[src/rtl/mult_share_arbiter_if.sv]
// ---------------------------------------------------------------------------
// mult_share_arbiter_if
//   Request/grant and result channels between the requesting blocks and the
//   shared-multiplier arbiter.
//
//   req       requester side -> arbiter   per-requester request level
//   a_bus     requester side -> arbiter   operand A, requester i on [4i+3:4i]
//   b_bus     requester side -> arbiter   operand B, same packing
//   gnt       arbiter -> requester side   one-hot grant, one cycle per grant
//   done_vld  arbiter -> consumer         result valid
//   done_rdy  consumer -> arbiter         consumer accepts result
//   done_id   arbiter -> consumer         index of requester owning done_p
//   done_p    arbiter -> consumer         captured 8-bit product
//
//   master : the requesters/consumer view, slave : the arbiter view.
// ---------------------------------------------------------------------------
interface mult_share_arbiter_if #(
    parameter int NREQ = 4
);
    logic [NREQ-1:0]   req;
    logic [4*NREQ-1:0] a_bus;
    logic [4*NREQ-1:0] b_bus;
    logic [NREQ-1:0]   gnt;
    logic              done_vld;
    logic              done_rdy;
    logic [2:0]        done_id;
    logic [7:0]        done_p;

    modport master (
        output req, a_bus, b_bus, done_rdy,
        input  gnt, done_vld, done_id, done_p
    );

    modport slave (
        input  req, a_bus, b_bus, done_rdy,
        output gnt, done_vld, done_id, done_p
    );
endinterface

[src/rtl/mult_share_arbiter.sv]
// ---------------------------------------------------------------------------
// mult_share_arbiter
//   Shares one combinational 4x4 unsigned multiplier among NREQ requesters.
//   A round-robin arbiter picks a winner in IDLE, registers its operands onto
//   the multiplier inputs, waits SETTLE cycles, captures the product and
//   returns it with the winner's index over a valid/ready channel.
//
//   Parameters: NREQ (2..8) requesters, SETTLE (1..15) hold cycles before
//   the product is captured. The bus interface must carry the same NREQ.
//
//   clk       clock, all state changes on the rising edge
//   rst_n     synchronous reset, active low
//   bus       slave side of mult_share_arbiter_if (req/a_bus/b_bus/gnt,
//             done_vld/done_rdy/done_id/done_p)
//   busy      high whenever the FSM is not IDLE
//   mul_a     registered operand A to the multiplier
//   mul_b     registered operand B to the multiplier
//   mul_p     product returned by the multiplier
// ---------------------------------------------------------------------------
module mult_share_arbiter #(
    parameter int NREQ   = 4,
    parameter int SETTLE = 1
) (
    input  logic                  clk,
    input  logic                  rst_n,
    mult_share_arbiter_if.slave   bus,
    output logic                  busy,
    output logic [3:0]            mul_a,
    output logic [3:0]            mul_b,
    input  logic [7:0]            mul_p
);
    localparam int IW = 3;   // index width, enough for 8 requesters
    localparam int CW = 4;   // settle counter width, enough for 15

    typedef enum logic [1:0] {
        IDLE = 2'd0,
        CALC = 2'd1,
        RESP = 2'd2
    } state_t;

    state_t state_reg, state_next;

    logic [NREQ-1:0] gnt_reg, gnt_next;
    logic [3:0]      mul_a_reg, mul_a_next;
    logic [3:0]      mul_b_reg, mul_b_next;
    logic            done_vld_reg, done_vld_next;
    logic [2:0]      done_id_reg, done_id_next;
    logic [7:0]      done_p_reg, done_p_next;
    logic [CW-1:0]   cnt_reg, cnt_next;
    logic [IW-1:0]   ptr_reg, ptr_next;

    logic [3:0]      a_lane   [NREQ];
    logic [3:0]      b_lane   [NREQ];
    logic [4:0]      rank_raw [NREQ];
    logic [4:0]      rank     [NREQ];

    logic            win_found;
    logic [IW-1:0]   win_idx;
    logic [4:0]      win_rank;
    logic [3:0]      sel_a, sel_b;

    // Per-requester operand lanes and round-robin rank. Rank 0 belongs to
    // the requester just after the last winner (ptr+1), rank NREQ-1 to the
    // last winner itself, so the lowest requesting rank wins.
    generate
        for (genvar gi = 0; gi < NREQ; gi++) begin : g_lane
            assign a_lane[gi]   = bus.a_bus[4*gi +: 4];
            assign b_lane[gi]   = bus.b_bus[4*gi +: 4];
            assign rank_raw[gi] = 5'(gi) + 5'(NREQ - 1) - 5'(ptr_reg);
            assign rank[gi]     = (rank_raw[gi] >= 5'(NREQ)) ?
                                  (rank_raw[gi] - 5'(NREQ)) : rank_raw[gi];
        end
    endgenerate

    always_comb begin
        win_found = 1'b0;
        win_idx   = '0;
        win_rank  = '1;
        for (int i = 0; i < NREQ; i++) begin
            if (bus.req[i] && (rank[i] < win_rank)) begin
                win_found = 1'b1;
                win_rank  = rank[i];
                win_idx   = IW'(i);
            end
        end
    end

    always_comb begin
        sel_a = '0;
        sel_b = '0;
        for (int i = 0; i < NREQ; i++) begin
            if (win_idx == IW'(i)) begin
                sel_a = a_lane[i];
                sel_b = b_lane[i];
            end
        end
    end

    // ---------------- FSM: state register ----------------
    always_ff @(posedge clk) begin
        if (!rst_n) begin
            state_reg <= IDLE;
        end else begin
            state_reg <= state_next;
        end
    end

    // ---------------- FSM: next state ----------------
    always_comb begin
        state_next = state_reg;
        case (state_reg)
            IDLE: if (win_found)          state_next = CALC;
            CALC: if (cnt_reg == '0)      state_next = RESP;
            RESP: if (bus.done_rdy)       state_next = IDLE;
            default:                      state_next = IDLE;
        endcase
    end

    // ---------------- FSM: outputs and datapath next values ----------------
    always_comb begin
        gnt_next      = '0;
        mul_a_next    = mul_a_reg;
        mul_b_next    = mul_b_reg;
        done_vld_next = done_vld_reg;
        done_id_next  = done_id_reg;
        done_p_next   = done_p_reg;
        cnt_next      = cnt_reg;
        ptr_next      = ptr_reg;
        busy          = (state_reg != IDLE);

        case (state_reg)
            IDLE: begin
                if (win_found) begin
                    for (int i = 0; i < NREQ; i++) begin
                        gnt_next[i] = (win_idx == IW'(i));
                    end
                    mul_a_next   = sel_a;
                    mul_b_next   = sel_b;
                    ptr_next     = win_idx;
                    done_id_next = win_idx;
                    cnt_next     = CW'(SETTLE - 1);
                end
            end
            CALC: begin
                if (cnt_reg != '0) begin
                    cnt_next = cnt_reg - 1'b1;
                end else begin
                    done_p_next   = mul_p;
                    done_vld_next = 1'b1;
                end
            end
            RESP: begin
                // Result stays frozen until the consumer takes it.
                if (bus.done_rdy) begin
                    done_vld_next = 1'b0;
                end
            end
            default: begin
                done_vld_next = 1'b0;
            end
        endcase
    end

    // ---------------- datapath registers ----------------
    always_ff @(posedge clk) begin
        if (!rst_n) begin
            gnt_reg      <= '0;
            mul_a_reg    <= '0;
            mul_b_reg    <= '0;
            done_vld_reg <= 1'b0;
            done_id_reg  <= '0;
            done_p_reg   <= '0;
            cnt_reg      <= '0;
            ptr_reg      <= IW'(NREQ - 1);   // requester 0 gets first priority
        end else begin
            gnt_reg      <= gnt_next;
            mul_a_reg    <= mul_a_next;
            mul_b_reg    <= mul_b_next;
            done_vld_reg <= done_vld_next;
            done_id_reg  <= done_id_next;
            done_p_reg   <= done_p_next;
            cnt_reg      <= cnt_next;
            ptr_reg      <= ptr_next;
        end
    end

    assign bus.gnt      = gnt_reg;
    assign bus.done_vld = done_vld_reg;
    assign bus.done_id  = done_id_reg;
    assign bus.done_p   = done_p_reg;
    assign mul_a        = mul_a_reg;
    assign mul_b        = mul_b_reg;

endmodule

[src/flat_wrapper.sv]
// flat-port wrapper written by rule: the top's interface ports become plain ports
module mult_share_arbiter_flat 
#(
    parameter int NREQ   = 4,
    parameter int SETTLE = 1
)
  (clk, rst_n, busy, mul_a, mul_b, mul_p, bus_req, bus_a_bus, bus_b_bus, bus_done_rdy, bus_gnt, bus_done_vld, bus_done_id, bus_done_p);
  mult_share_arbiter_if #(.NREQ(NREQ)) bus_i ();
  input  logic clk;
  input  logic rst_n;
  output logic busy;
  output logic [3:0] mul_a;
  output logic [3:0] mul_b;
  input  logic [7:0] mul_p;
  input wire logic [$bits(bus_i.req)-1:0] bus_req;
  input wire logic [$bits(bus_i.a_bus)-1:0] bus_a_bus;
  input wire logic [$bits(bus_i.b_bus)-1:0] bus_b_bus;
  input wire logic [$bits(bus_i.done_rdy)-1:0] bus_done_rdy;
  output wire logic [$bits(bus_i.gnt)-1:0] bus_gnt;
  output wire logic [$bits(bus_i.done_vld)-1:0] bus_done_vld;
  output wire logic [$bits(bus_i.done_id)-1:0] bus_done_id;
  output wire logic [$bits(bus_i.done_p)-1:0] bus_done_p;
  assign bus_i.req = bus_req;
  assign bus_i.a_bus = bus_a_bus;
  assign bus_i.b_bus = bus_b_bus;
  assign bus_i.done_rdy = bus_done_rdy;
  assign bus_gnt = bus_i.gnt;
  assign bus_done_vld = bus_i.done_vld;
  assign bus_done_id = bus_i.done_id;
  assign bus_done_p = bus_i.done_p;
  mult_share_arbiter #(.NREQ(NREQ), .SETTLE(SETTLE)) u_core (.clk(clk), .rst_n(rst_n), .bus(bus_i), .busy(busy), .mul_a(mul_a), .mul_b(mul_b), .mul_p(mul_p));
endmodule
[config.mk]
export PLATFORM = sky130hd
export DESIGN_NAME = mult_share_arbiter_flat
export DESIGN_NICKNAME = d
export VERILOG_FILES = /design/src/rtl/mult_share_arbiter_if.sv /design/src/rtl/mult_share_arbiter.sv /design/src/flat_wrapper.sv
export SDC_FILE = /design/constraint.sdc
export NUM_CORES = 1
export LEC_CHECK = 0
export CAP_MARGIN = 20
export CORE_MARGIN = 2
export CORE_UTILIZATION = 35
export DETAILED_ROUTE_END_ITERATION = 10
export PLACE_DENSITY = 0.68
export SYNTH_ARGS = -nofsm -noshare
export SYNTH_HDL_FRONTEND = slang
export SYNTH_SLANG_ARGS = --single-unit
[constraint.sdc]
create_clock -name clk -period 5.4 [get_ports clk]
set_input_delay 1.08 -clock clk [delete_from_list [all_inputs] [get_ports clk]]
set_output_delay 1.08 -clock clk [all_outputs]
set_load 0.05 [all_outputs]
==> Yosys cells after proc, flatten, opt, wreduce, memory -nomap -nowiden <==
Cells that the tools add are included.
{ "totals": {"word_cells": 86, "mem_bits_rw": 0, "out_inout_bits": 25, "mem_bits_ro": 0, "mem_count": 0, "latch_bits": 0, "inputBits": 47, "register_bits": 33} }
{ "op_classes": {"n_mux": 32, "reduce_logical": 16, "bitwise": 2, "addsub": 9, "order_cmp": 8, "multipliers": 0, "div": 0, "eq_ne": 10, "shifts": 0} }
{ "op_table": {"columns": ["operator", "n"], "rows": [
  ["4-bit 2-to-1 mux", 10],
  ["5-bit 2-to-1 mux", 7],
  ["5-bit by 3-bit >= comparator with 1-bit output (second input constant)", 4],
  ["5-bit by 3-bit subtractor with 5-bit output (second input constant)", 4],
  ["5-bit < comparator", 3],
  ["3-bit AND reduction", 4],
  ["3-bit by 3-bit subtractor with 4-bit output (first input constant)", 3],
  ["2-bit 2-to-1 mux", 5],
  ["4-bit one-hot mux with 2 select lines", 1],
  ["1-bit 2-to-1 mux", 7],
  ["2-bit == test (second input constant)", 3],
  ["2-bit by 1-bit != test with 1-bit output (second input constant)", 3],
  ["2-bit one-hot mux with 3 select lines", 1],
  ["5-bit < comparator (second input constant)", 1],
  ["2-bit by 1-bit == test with 1-bit output (second input constant)", 2],
  ["1-bit logical AND", 4],
  ["4-bit zero test", 1],
  ["2-bit != test (second input constant)", 2],
  ["2-bit AND reduction", 2],
  ["2-bit nonzero test", 2],
  ["4-bit nonzero test", 1],
  ["2-bit by 3-bit subtractor with 4-bit output (first input constant)", 1],
  ["4-bit by 1-bit subtractor with 4-bit output (second input constant)", 1],
  ["3-bit zero test", 1],
  ["other kinds (3)", 4]
]} }

==> Longest topological paths before layout <==
Gate-level depths: netlist of the first run.
{ "depth": {"depth_word": 20, "depth_mapped": 24, "mapped_depth_nobuf": 22} }

==> Least setup slack after synthesis of the first run <==
Ideal clock, no wire load.
{ "synth_timing": {"path_kind": "in2reg", "startpoint": "input port bus_req[0]", "endpoint": "register u_core.mul_b_reg[3], in the netlist u_core.mul_b[3]", "t_arrival_ns": 4.958, "n_path_buf": 3, "required_ns": 5.281, "stages": 22, "path_slack_ns": 0.323, "cell_sequence": "inv_1 > nor2_1 > ha_1 > a211oi_2 > o21ai_0 > clkbuf_1 > nand2_1 > o21ai_0 > ha_1 > or3b_2 > buf_6 > nand2_4 > nor2_1 > a21oi_1 > ha_1 > a21oi_1 > o211a_1 > nor2_2 > a41oi_2 > buf_2 > o21ai_0 > o221a_1"} }
{ "synth_via": {"elab_chain_len": 16, "elab_cells_between_ends": 26, "cone_classes": "3 x order compare; 3 x eq/ne; 14 x mux; 6 x reduce/logical"} }
{ "synth_lines": {"columns": ["item", "line", "source"], "rows": [
  ["start, declared", "flat_wrapper.sv:15", "input wire logic [$bits(bus_i.req)-1:0] bus_req;"],
  ["1-bit logical AND *", "mult_share_arbiter.sv:80", "if (bus.req[i] && (rank[i] < win_rank)) begin"],
  ["5-bit 2-to-1 mux", "mult_share_arbiter.sv:80", null],
  ["5-bit < comparator", "mult_share_arbiter.sv:80", null],
  ["1-bit logical AND", "mult_share_arbiter.sv:80", null],
  ["5-bit 2-to-1 mux", "mult_share_arbiter.sv:80", null],
  ["5-bit < comparator", "mult_share_arbiter.sv:80", null],
  ["1-bit logical AND", "mult_share_arbiter.sv:80", null],
  ["5-bit 2-to-1 mux", "mult_share_arbiter.sv:80", null],
  ["5-bit < comparator", "mult_share_arbiter.sv:80", null],
  ["1-bit logical AND", "mult_share_arbiter.sv:80", null],
  ["2-bit 2-to-1 mux", "mult_share_arbiter.sv:80", null],
  ["3-bit zero test", "mult_share_arbiter.sv:92", "if (win_idx == IW'(i)) begin"],
  ["4-bit 2-to-1 mux (4 in series)", "mult_share_arbiter.sv:92", null],
  ["end signal, assigned", "mult_share_arbiter.sv:178", "mul_b_reg <= mul_b_next;"],
  ["end, declared", "mult_share_arbiter.sv:45", "logic [3:0] mul_b_reg, mul_b_next;"]
]} }
Mark *: on every way between the ends. The rest lies on a longest branch, timed or not.
A chain may end at the register's enable or synchronous reset.

==> Worst setup path in the final report of the first run <==
Ends and elaborated chain as after synthesis.

==> results_dict.tcl, run 1 <==
set metrics [dict create \
    status "finished, final reports clean" \
    coreArea_mm2 0.00547 \
    antenna_cells 0 \
    dp_cells 371 \
    cts_root_buffer "clkbuf_8" \
    largest_reg_flops 8 \
    routabilityCongestion 0.848 \
    crit_path_start_kind "input pin" \
    cts_buffer_depth 2 \
    power_uw 1550 \
    avgSynthCellArea_um2 8.92 \
    cts_buffers 5 \
    synth_area_mm2 0.00198 \
    leakage_uw 0.00124 \
    syn_nets 285 \
    synth_edf_count 0 \
    grt_pass1_wl_um 8660 \
    drt-pass1-iter-count 4 \
    ys_seq_area_share_pct 31.3 \
    cts.sinks 31 \
    skew_ns 0.00380 \
    final_cells 379 \
    p_per_area_mw_per_mm2 525 \
    post_drt_wl_per_cell_um 14.3 \
    fp.dieW_um 79.2 \
    boundaryPins 72 \
    cp_data_required_time_ns 5.57 \
    num_rows 27 \
    grt-ovfl-total 0 \
    antenna_found_initial 0 \
    synth_top_area_share_pct 31.3 \
    grt_max_degree 25 \
    synth_cell_types 57 \
    post_cts_resized 0 \
    drtAntennaViolNets 0 \
    synthTopCellsByArea "dfxtp_1, ha_1, nor2b_1" \
    fmax_mhz 195 \
    synth-main-ff-cell "dfxtp_1" \
    num-nets-final 369 \
    port_buffers 70 \
    min_path_type "register to register" \
    arrival_ns 5.30 \
    yosys.cell_count.top_type "dfxtp_1" \
    synthCells 222 \
    post-cts-setup-buffer-count 0 \
    grt_pass1_vias 1859 \
    design.die.area_mm2 0.00628 \
    yosysTopAreaCell "dfxtp_1" \
    period_minus_slack_ns 5.13 \
    setup_viol 0 \
    start_util_pct 36.2 \
    drv_slew 0 \
    cap_viol_max_count 0 \
    drive_gt1_share_pct 14.3 \
    synth_common_cells "dfxtp_1, nor2_1, ha_1" \
    path_class "input pin to register" \
    worstSetupEndpointType "register" \
    drt-initial-drc-count 70 \
    max_slew.worst_pin.slew_ns 0.760 \
    clock_latency_ns 0.28 \
    die_h_um 79.2 \
    synthArstFlopShare_pct 0 \
    period_share_pct 95.0 \
    tritoncts "built" \
    htreeDepth 2 \
    ys_ff_latch 31 \
    viasPerCell 5.05 \
    area_growth_pct 49.0 \
    grtUsageTotal_pct 17.6 \
    cts_hold_buffers 0 \
    vdd_drop_max_mv 0.220 \
    ys_warn_count 0 \
    slew_headroom_pct 49.2 \
    remaining_drc_errors 0 \
    routed-via-count 1913 \
    cp_max_fo 10 \
    clkTransAtPathRegs_ns 0.06 \
    wl_um 5410 \
    hold_viol 0 \
    hpwl_um 4300 \
]
-- layout make-up --
class,instances,area [um^2]
fill,524,2520
multi-input combinational,167,1240
timing repair buffer,86,821
sequential,31,621
tap,72,90.1
clock buffer,6,82.6
inverter,15,56.3
clock inverter,2,35.0
-- report_power, final --
group | internal (uW) | switching, uW | total, uW
sequential | 286 | 37.4 | 324
combinational | 409 | 582 | 991
clock | 149 | 86.2 | 235
-- cells by family after synthesis --
group / Yosys count / synth area share [%]
compound gates: 60 / 24.5
xor+xnor: 2 / 0.885
fa+ha+maj: 16 / 10.1
buf+inv: 24 / 6.38
flops: 31 / 31.3
mux: 9 / 4.80
other cells: 1 / 0.189
simple gates: 79 / 21.8
-- per-stage QoR --
| step | hold WS, ns | area (um^2) | worst slack, ns | setup TNS [ns] | util, % |
|---|---|---|---|---|---|
| 2_1_floorplan | 0.465 | 1980 | 0.323 | 0 | - |
| 3_3_place_gp | 0.443 | 2820 | -0.115 | -1.23 | 51.6 |
| 3_5_place_dp | 0.450 | 2820 | -0.224 | -2.72 | 51.6 |
| 4_1_cts | 0.460 | 2940 | 0.0532 | 0 | 53.7 |
| 5_1_grt | 0.479 | 2950 | -0.0580 | -0.414 | 53.9 |
| 6_report | 0.457 | 2950 | 0.270 | 0 | 53.9 |
-- routing by layer --
| metal | global-route usage [%] | vias to the layer above | part of all wire, % |
|---|---|---|---|
| met5 | 0 | - | 0 |
| met4 | 4.83 | 0 | 1.8 |
| met3 | 3.86 | 8 | 5.9 |
| met2 | 29.0 | 68 | 47 |
| met1 | 23.1 | 865 | 46 |
| li1 | - | 972 | - |
-- path summary, 6_finish.rpt --
kind | startpoint | endpoint | slack [ns] | depth (start not counted)
setup / recovery | bus_req[0] | u_core.mul_b[3] | 0.27 | 21
hold reg to reg | u_core.mul_b[2] | u_core.mul_b[2] | 0.46 | 2
hold / removal | u_core.mul_b[2] | u_core.mul_b[2] | 0.46 | 2
setup reg to reg | u_core.ptr_reg[0] | u_core.mul_b[3] | 0.60 | 21
-- critical path, cell delays in order --
cell and delay (ns):
clkdlybuf4s50_1 0.47, inv_1 0.05, nor2_1 0.12, ha_1 0.25, a211oi_2 0.30, o21ai_2 0.16, nand2_1 0.11, o21ai_1 0.09
ha_1 0.30, or3b_2 0.51, nand2_4 0.12, nor2_1 0.06, a21oi_1 0.13, ha_1 0.28, a21oi_2 0.19, o211a_1 0.23
nor2_2 0.08, a41oi_2 0.24, buf_4 0.20, o21ai_0 0.09, o221a_1 0.21
-- placed cells by master, fill, tap and decap left out, drive strengths merged, types with 3 or more instances in the layout --
cell / count
buf: 16
nor2: 22
and2: 9
clkdlybuf4s50: 70
o32ai: 8
o211a: 4
o211ai: 4
ha: 16
o21a: 3
and3: 3
o21ai: 12
mux2i: 8
clkbuf: 6
inv: 15
dfxtp: 31
a211oi: 5
a21oi: 8
nor2b: 14
nand2: 14
nand3: 4
Note: power is estimated with default switching activity, not from simulation.
==> run 2: changes to the inputs <==
Settings changed: SLEW_MARGIN from default to 20.
==> results of run 2 <==
No change in the layout: final DEF, timing and power equal those of run 1.
